### src/rtl/rx_block_lock.sv
`default_nettype none
// ============================================================================
// Module      : rx_block_lock
// Description : 66b block-lock state machine for a 32-bit receive path.
//               It samples each qualified 2-bit sync header from the Rx
//               gearbox. Until it finds alignment, it sends single-cycle slip
//               requests back to the gearbox. It publishes block-lock status
//               so that downstream stages can qualify decoding.
//
//               Optional feature (macro RX_BLOCK_LOCK_HIBER_EN): a hi-BER
//               monitor that counts invalid headers inside a fixed timer
//               window while locked. When the macro is undefined, o_hi_ber
//               is tied to 0 and no monitor logic is built.
//
// Ports       : i_rxc             - receive clock, the only clock
//               i_reset_n         - asynchronous active-low reset
//               i_init_done       - transceiver initialisation complete
//               i_rx_header[1:0]  - sync header from the gearbox
//               i_rx_data_valid   - gearbox word valid
//               i_rx_header_valid - i_rx_header is meaningful this word
//               o_block_lock      - block lock achieved
//               o_slip            - one-cycle request to slip by one bit
//               o_hi_ber          - high bit-error-rate flag
//
// Revision    : 1.0 - initial release
// ============================================================================
module rx_block_lock #(
  parameter int unsigned SH_CNT_MAX         = 64,
  parameter int unsigned SH_INVALID_MAX     = 16,
  parameter int unsigned SLIP_WAIT          = 32,
  parameter int unsigned HIBER_TIMER_CYCLES = 40283,
  parameter int unsigned HIBER_THRESH       = 16
) (
  input  logic       i_rxc,
  input  logic       i_reset_n,
  input  logic       i_init_done,
  input  logic [1:0] i_rx_header,
  input  logic       i_rx_data_valid,
  input  logic       i_rx_header_valid,
  output logic       o_block_lock,
  output logic       o_slip,
  output logic       o_hi_ber
);

  localparam int unsigned SH_CNT_W   = $clog2(SH_CNT_MAX + 1);
  localparam int unsigned INV_CNT_W  = $clog2(SH_INVALID_MAX + 1);
  localparam int unsigned SLIP_CNT_W = $clog2(SLIP_WAIT + 1);

  localparam logic [SH_CNT_W-1:0]   C_SH_CNT_MAX     = SH_CNT_W'(SH_CNT_MAX);
  localparam logic [INV_CNT_W-1:0]  C_SH_INVALID_MAX = INV_CNT_W'(SH_INVALID_MAX);
  localparam logic [SLIP_CNT_W-1:0] C_SLIP_WAIT      = SLIP_CNT_W'(SLIP_WAIT);

  typedef enum logic [1:0] {
    ST_INIT      = 2'd0,
    ST_TEST      = 2'd1,
    ST_SLIP      = 2'd2,
    ST_SLIP_WAIT = 2'd3
  } state_e;

  state_e                state_q, state_d;
  logic                  block_lock_q, block_lock_d;
  logic                  slip_q, slip_d;
  logic [SH_CNT_W-1:0]   sh_cnt_q, sh_cnt_d;
  logic [INV_CNT_W-1:0]  sh_invalid_cnt_q, sh_invalid_cnt_d;
  logic [SLIP_CNT_W-1:0] slip_cnt_q, slip_cnt_d;

  logic                  w_qual;
  logic                  w_sh_valid;
  logic [SH_CNT_W-1:0]   w_sh_cnt_inc;
  logic [INV_CNT_W-1:0]  w_inv_cnt_inc;
  logic [SLIP_CNT_W-1:0] w_slip_cnt_inc;

  assign w_qual     = i_rx_data_valid & i_rx_header_valid;
  assign w_sh_valid = (i_rx_header == 2'b01) || (i_rx_header == 2'b10);

  // Post-increment values. The decision logic in TEST compares against
  // these, so a threshold takes effect in the same cycle as the header that
  // reaches it. None of the counters can wrap: each one is cleared at its
  // terminal value before another increment can happen.
  assign w_sh_cnt_inc   = sh_cnt_q + SH_CNT_W'(1);
  assign w_inv_cnt_inc  = sh_invalid_cnt_q + INV_CNT_W'(!w_sh_valid);
  assign w_slip_cnt_inc = slip_cnt_q + SLIP_CNT_W'(1);

  always_ff @(posedge i_rxc or negedge i_reset_n) begin
    if (!i_reset_n) begin
      state_q          <= ST_INIT;
      block_lock_q     <= 1'b0;
      slip_q           <= 1'b0;
      sh_cnt_q         <= '0;
      sh_invalid_cnt_q <= '0;
      slip_cnt_q       <= '0;
    end else begin
      state_q          <= state_d;
      block_lock_q     <= block_lock_d;
      slip_q           <= slip_d;
      sh_cnt_q         <= sh_cnt_d;
      sh_invalid_cnt_q <= sh_invalid_cnt_d;
      slip_cnt_q       <= slip_cnt_d;
    end
  end

  always_comb begin
    state_d          = state_q;
    block_lock_d     = block_lock_q;
    slip_d           = 1'b0;
    sh_cnt_d         = sh_cnt_q;
    sh_invalid_cnt_d = sh_invalid_cnt_q;
    slip_cnt_d       = slip_cnt_q;

    if (!i_init_done) begin
      // Losing initialisation overrides every state. No slip is issued.
      state_d          = ST_INIT;
      block_lock_d     = 1'b0;
      sh_cnt_d         = '0;
      sh_invalid_cnt_d = '0;
      slip_cnt_d       = '0;
    end else begin
      case (state_q)
        ST_INIT: begin
          block_lock_d     = 1'b0;
          sh_cnt_d         = '0;
          sh_invalid_cnt_d = '0;
          slip_cnt_d       = '0;
          state_d          = ST_TEST;
        end

        ST_TEST: begin
          if (w_qual) begin
            sh_cnt_d         = w_sh_cnt_inc;
            sh_invalid_cnt_d = w_inv_cnt_inc;
            if (!w_sh_valid && !block_lock_q) begin
              state_d = ST_SLIP;
            end else if (!w_sh_valid && (w_inv_cnt_inc == C_SH_INVALID_MAX)) begin
              state_d = ST_SLIP;
            end else if (w_sh_cnt_inc == C_SH_CNT_MAX) begin
              // This point is reached unlocked only if the whole window
              // was clean, because any unlocked error slips immediately.
              // Reached locked, the error count is below the limit.
              if (w_inv_cnt_inc == '0) begin
                block_lock_d = 1'b1;
              end
              sh_cnt_d         = '0;
              sh_invalid_cnt_d = '0;
            end
          end
        end

        ST_SLIP: begin
          // Any header arriving in this cycle is dropped on purpose. The
          // slip itself is registered and appears on the next cycle.
          slip_d           = 1'b1;
          block_lock_d     = 1'b0;
          sh_cnt_d         = '0;
          sh_invalid_cnt_d = '0;
          slip_cnt_d       = '0;
          state_d          = ST_SLIP_WAIT;
        end

        ST_SLIP_WAIT: begin
          if (w_qual) begin
            if (w_slip_cnt_inc == C_SLIP_WAIT) begin
              slip_cnt_d = '0;
              state_d    = ST_TEST;
            end else begin
              slip_cnt_d = w_slip_cnt_inc;
            end
          end
        end

        default: begin
          state_d = ST_INIT;
        end
      endcase
    end
  end

  assign o_block_lock = block_lock_q;
  assign o_slip       = slip_q;

`ifdef RX_BLOCK_LOCK_HIBER_EN
  localparam int unsigned TIMER_W   = $clog2(HIBER_TIMER_CYCLES + 1);
  localparam int unsigned BER_CNT_W = $clog2(HIBER_THRESH + 1);

  localparam logic [TIMER_W-1:0]   C_TIMER_LAST   = TIMER_W'(HIBER_TIMER_CYCLES - 1);
  localparam logic [BER_CNT_W-1:0] C_HIBER_THRESH = BER_CNT_W'(HIBER_THRESH);

  logic [TIMER_W-1:0]   ber_timer_q, ber_timer_d;
  logic [BER_CNT_W-1:0] ber_cnt_q, ber_cnt_d;
  logic                 hi_ber_q, hi_ber_d;
  logic [BER_CNT_W-1:0] w_ber_cnt_inc;

  // The count saturates at the threshold, so a very noisy window cannot wrap
  // it back below the threshold before the timer expires.
  assign w_ber_cnt_inc = ber_cnt_q +
                         BER_CNT_W'(w_qual && !w_sh_valid && (ber_cnt_q != C_HIBER_THRESH));

  always_ff @(posedge i_rxc or negedge i_reset_n) begin
    if (!i_reset_n) begin
      ber_timer_q <= '0;
      ber_cnt_q   <= '0;
      hi_ber_q    <= 1'b1;
    end else begin
      ber_timer_q <= ber_timer_d;
      ber_cnt_q   <= ber_cnt_d;
      hi_ber_q    <= hi_ber_d;
    end
  end

  always_comb begin
    ber_timer_d = ber_timer_q;
    ber_cnt_d   = ber_cnt_q;
    hi_ber_d    = hi_ber_q;

    if (!block_lock_q) begin
      ber_timer_d = '0;
      ber_cnt_d   = '0;
      hi_ber_d    = 1'b1;
    end else if (ber_timer_q == C_TIMER_LAST) begin
      // At window end, the flag clears only if the final count, including
      // this cycle's header, stayed below the threshold.
      if (w_ber_cnt_inc != C_HIBER_THRESH) begin
        hi_ber_d = 1'b0;
      end else begin
        hi_ber_d = 1'b1;
      end
      ber_timer_d = '0;
      ber_cnt_d   = '0;
    end else begin
      ber_timer_d = ber_timer_q + TIMER_W'(1);
      ber_cnt_d   = w_ber_cnt_inc;
      if (w_ber_cnt_inc == C_HIBER_THRESH) begin
        hi_ber_d = 1'b1;
      end
    end
  end

  assign o_hi_ber = hi_ber_q;
`else
  assign o_hi_ber = 1'b0;

  // The hi-BER parameters stay part of the interface in this build. This
  // empty block references them so that they count as used.
  if ((HIBER_TIMER_CYCLES == 0) || (HIBER_THRESH == 0)) begin : g_hiber_params_unused
  end
`endif

endmodule
`default_nettype wire

### config.mk
export PLATFORM = sky130hd
export DESIGN_NAME = rx_block_lock
export DESIGN_NICKNAME = d
export VERILOG_FILES = /design/src/rtl/rx_block_lock.sv
export SDC_FILE = /design/constraint.sdc
export NUM_CORES = 1
export LEC_CHECK = 0
export CORE_MARGIN = 1
export CORE_UTILIZATION = 55
export DETAILED_ROUTE_END_ITERATION = 16
export HOLD_SLACK_MARGIN = 0.12
export PLACE_DENSITY = 0.76
export SLEW_MARGIN = 25
export SYNTH_ARGS = -nofsm -noshare
export SYNTH_HDL_FRONTEND = slang
export SYNTH_SLANG_ARGS = --single-unit
export TNS_END_PERCENT = 30
### constraint.sdc
create_clock -name i_rxc -period 3.14 [get_ports i_rxc]
set_input_delay 0.628 -clock i_rxc [delete_from_list [all_inputs] [get_ports i_rxc]]
set_output_delay 0.628 -clock i_rxc [all_outputs]
set_load 0.05 [all_outputs]
# After elaboration in Yosys (flattened, before gate mapping)
# Cells that the tools add are included.
# word_totals
regBits	22
inputBits	7
out_inout_bits	3
wordCells	72
# classes
addsub	3
eq_ne	18
mux	32
bitwise	1
reduce_logical	12
# ops
op	count
7-bit two-way mux	5
5-bit two-way mux	5
3-bit inequality test, second input constant	7
6-bit two-way mux	3
7-bit one-hot mux with 2 select lines	1
2-bit two-way mux	6
6-bit one-hot mux with 2 select lines	1
5-bit one-hot mux with 2 select lines	1
1-bit two-way mux	8
2-bit one-hot mux with 4 select lines	1
7-bit by 1-bit adder with 7-bit output, second input constant	1
7-bit equality test, second input constant	1
6-bit by 1-bit adder with 6-bit output, second input constant	1
2-bit equality test, second input constant	3
6-bit equality test, second input constant	1
3-bit by 2-bit inequality test with 1-bit output, second input constant	2
6-bit AND reduction	1
5-bit by 1-bit adder with 5-bit output	1
5-bit equality test, second input constant	1
5-bit logical NOT	1
2-bit by 1-bit equality test with 1-bit output, second input constant	2
4-bit inequality test, second input constant	1
2-bit AND reduction	2
4-bit AND reduction	1
7 further kinds	9

# Longest topological paths before layout
# depth
word_depth	12
ltp_mapped	8
mapped_depth_nobuf	8

# Worst setup path after synthesis
# OpenSTA, ideal clock, no wires.
# synth_path
path_type	input -> register
from	input port i_rx_header[1]
to	register state_q[0]
setup_ns	0.079
arrival_time_ns	2.352
t_required_ns	3.061
path_slack_ns	0.709
cell_stages	7
n_path_buf	0
path_cell_list	xnor2_1 ha_1 ha_1 nor4_1 nand4_1 a211oi_2 mux2i_1
# synth_between
elab_chain_cells	8
word_cells_on_any_way	14
classes_between	1 x add/sub; 4 x eq/ne; 4 x mux; 5 x reduce/logical
# synth_lines
element	line	source
from (decl)	37	input logic [1:0] i_rx_header,
2-bit by 1-bit equality test with 1-bit output / 2-bit equality test (equally long branches)	74	assign w_sh_valid = (i_rx_header == 2'b01) || (i_rx_header == 2'b10);
1-bit logical OR *	74	
1-bit logical NOT *	81, 131, 133	
5-bit by 1-bit adder with 5-bit output / 1-bit logical AND (equally long branches)	81, 131	
5-bit equality test / 2-bit two-way mux (equally long branches)	133, 131	
1-bit logical AND / 2-bit two-way mux (equally long branches)	133, 128	
4-bit inequality test (no line) / 2-bit one-hot mux with 4 select lines (equally long branches)	n/a	
4-bit AND reduction (no line) / 2-bit two-way mux (equally long branches)	n/a	
to (signal assigned)	93	state_q <= state_d;
to (decl)	60	state_e state_q, state_d;
# Mark *: on every way between the ends. The rest lies on a longest branch, timed or not. The select of a mux whose other input is x is not followed.
# A chain may end at the register's enable or synchronous reset.

# Worst setup path after layout
# layout_path
from	input port i_rx_header[1]
to	register state_q[1]
# The elaborated chain is that of the path after synthesis.

==> metrics.yaml <==
outcome:
  status: "complete, no violations"
synthesis:
  ys_warn_count: 0
  postSynthCellCount: 169
  synth_top_family_by_area: "simple AND/OR/NAND/NOR gates"
  ys_seq_area_share_pct: 38.0
  synth-seq-cells: 22
  synthAdderAreaFrac_pct: 7.77
  synth_mux_area_share_pct: 2.07
  syn_nets: 185
  synth_compound_area_share_pct: 22.3
  synth_area_per_cell_um2: 8.57
  yosys.area_share.xor_xnor_pct: 2.42
  synth.distinct_cells: 39
  synth_edf_count: 0
  synthFlopType: "dfrtp_1"
  synth_area_mm2: 0.00145
  synthArstFlopShare_pct: 100
  synth-simple-area-share_pct: 23.6
layout:
  multi_input_area_um2: 846
  drive_above_1_share_pct: 6.25
  utilization_pct: 63.5
  seq_area_um2: 551
  fin_nets: 194
  fillers: 209
  syn_to_final_growth_pct: 8.64
  design_area_mm2: 0.00157
  antenna_cells: 0
  fin_cells: 206
timing:
  setup_ws_ns: 0.623
  grt_setup_unrepaired: "false"
  fmax_ghz: 0.397
  timing_worst_slew_pin_value_ns: 0.504
  finalHoldViolCount: 0
  fin_skew_ns: 0.0168
  fin_crit_ns: 2.52
  setup_violations: 0
  fin_tns_setup_ns: 0
  fin_crit_sh_pct: 80.1
  maxSlewViolCount: 0
  slew_headroom_pct: 66.4
placed_design:
  place_area_mm2: 0.00155
  dp_hpwl_mm: 2.23
  gp_congestion: 0.830
  place_worst_setup_slack_ns: 0.309
  dpl.cell_count: 203
  io_buffers: 8
clock_network:
  htreeDepth: 1
  cts_tree: "done"
  postCtsSetupRepairBufs: 0
  insertion_delay_ns: 0.31
  clkTransAtPathRegs_ns: 0.13
  postCtsResizedCells: 0
  cts_buffers: 3
  holdBufCountCts: 0
  clockBufferDepth: 2
  root_buffer: "clkbuf_4"
  cts_sinks: 22
floorplan:
  ios: 10
  dieArea_mm2: 0.00284
  initial_core_util_pct: 58.5
  die_y_um: 53.3
  die_w_um: 53.3
  core-area_mm2: 0.00248
  fp-row-count: 18
global_route:
  grt_max_degree: 23
  grt_pass1_wl_mm: 5.25
  antenna_found_initial: 0
  grt_pass1_vias: 1235
  grt_use_total_pct: 25.5
  overflow: 0
worst_hold_path:
  holdCritPathClass: "reg -> reg"
  whs_path_depth: 2
  hold_end: "sh_invalid_cnt_q[0]"
  hold_start: "sh_invalid_cnt_q[0]"
power:
  p_leak_uw: 0.000682
  ir_drop_mv: 0.380
  power.density_mw_per_mm2: 526
setup_path:
  arrival_ns: 2.76
  r2r_start: "state_q[1]"
  start_kind: "primary input"
  required_ns: 3.38
  r2r_end: "o_block_lock"
  criticalPathCategory: "in -> reg"
  critical_path.cell_chain: "clkdlybuf4s50_1, xnor2_1, ha_1, ha_1, nor4_1, nand4_1, a211oi_2, mux2i_1"
  worstRegToRegCells: 7
  crit_path_max_incr_delay_ns: 0.41
  endpoint_kind: "flop"
  cpMaxStageDelayCell: "clkdlybuf4s50_1"
  path_buf_inv: 1
  cp_common_cell: "ha_1"
  crit_family: "simple AND/OR/NAND/NOR gates"
  path_max_fanout: 2
  regToRegSetupSlack_ns: 0.87
routing:
  wl_per_cell_um: 15.0
  via_count: 1306
  drc: 0
  viasPerCell: 6.34
  drt-pass1-iter-count: 4
  drt-total-wl_mm: 3.08
  ant_nets: 0
  drtIter0Drc: 42
flow_run:
  maxCapViolCount: 0
## cell usage in the layout (no fill, tap or decap), types with 4 or more instances in the layout
master           count
inv_1                4
nor2_1               6
o21ai_0             18
dfrtp_1             22
nor3_1               7
a21oi_1              9
ha_1                 9
nand2_1             26
nand3_1             15
clkdlybuf4s50_1      8
## synth_stat cells, drive strengths merged, types with 2 or more instances
cell type	instances	area, um2
o31ai	2	15.0
a32oi	2	17.5
clkbuf	2	7.51
and2	4	27.5
a21o	2	15.0
nor2b	2	12.5
xnor2	3	26.3
dfrtp	22	551
inv	4	15.0
o21a	3	22.5
o21ai	19	98.9
mux2i	3	30.0
a211o	2	17.5
nor4	3	18.8
a21boi	2	15.0
nand2	26	97.6
nand4	3	18.8
ha	9	113
a211oi	2	20.0
or3	3	18.8
buf	5	30.0
a21oi	9	45.0
nand3	15	75.1
nor3	7	35.0
nor2	6	22.5
o2111a	2	23.8
## power by group
| group | total (uW) | internal, uW | switching, uW | leakage [uW] |
|---|---|---|---|---|
| sequential | 346 | 316 | 30.0 | 0.000302 |
| combinational | 351 | 122 | 229 | 0.000366 |
| clock | 131 | 44.8 | 86.7 | 0.0000138 |
## kinds of logic after synthesis
group | after synthesis
AO/OA/AOI/OAI | 48
XOR/XNOR | 4
adder cells (fa/ha/maj) | 9
buffers and inverters | 11
flip-flops | 22
multiplexers | 3
other | 1
AND/OR/NAND/NOR | 71
## tightest hold or removal path, delay by kind of cell, from the launching register on
family / cells / cell delay, ns
compound gates: 1 / 0.06
flops: 1 / 0.37
simple gates: 1 / 0.05
## per-stage QoR
stage               power [uW]  hold WS, ns
floorplan                  610        0.332
global placement           685        0.483
detailed placement         697        0.495
CTS                        825        0.523
global route               890        0.555
finish                     829        0.513
## routing by layer
layer / global-route usage (%) / vias to the layer above / share of wire [%] / routed length [um]
met1: 30.3 / 625 / 45 / 1400
met5: 0 / - / 0 / 0
met4: 10.5 / 0 / 1.7 / 53
li1: - / 639 / - / -
met2: 43.8 / 33 / 49 / 1520
met3: 5.17 / 9 / 3.7 / 114
## how the worst max path moves through the flow
stage	to	cells after the start	slack, ns	start
2_1_floorplan	state_q[0]	7	0.71	i_rx_header[1]
3_3_place_gp	state_q[0]	8	0.38	i_rx_header[1]
3_5_place_dp	state_q[1]	8	0.31	i_rx_header[1]
4_1_cts	state_q[1]	8	0.63	i_rx_header[1]
5_1_grt	state_q[1]	8	0.48	i_rx_header[1]
6_report	state_q[1]	8	0.62	i_rx_header[1]
## flip-flops by register name, summed over array words and instances (netlist names)
name              cells
slip_cnt_q            6
o_slip                1
sh_cnt_q              7
sh_invalid_cnt_q      5
o_block_lock          1
state_q               2
## area by class of cell
type	count	area share, %
Inverter	4	0.954
Multi-Input combinational cell	136	53.7
Clock buffer	3	1.43
Timing Repair Buffer	11	6.52
Tap cell	30	2.38
Sequential cell	22	35.0
(Power assumes the default switching activity.)
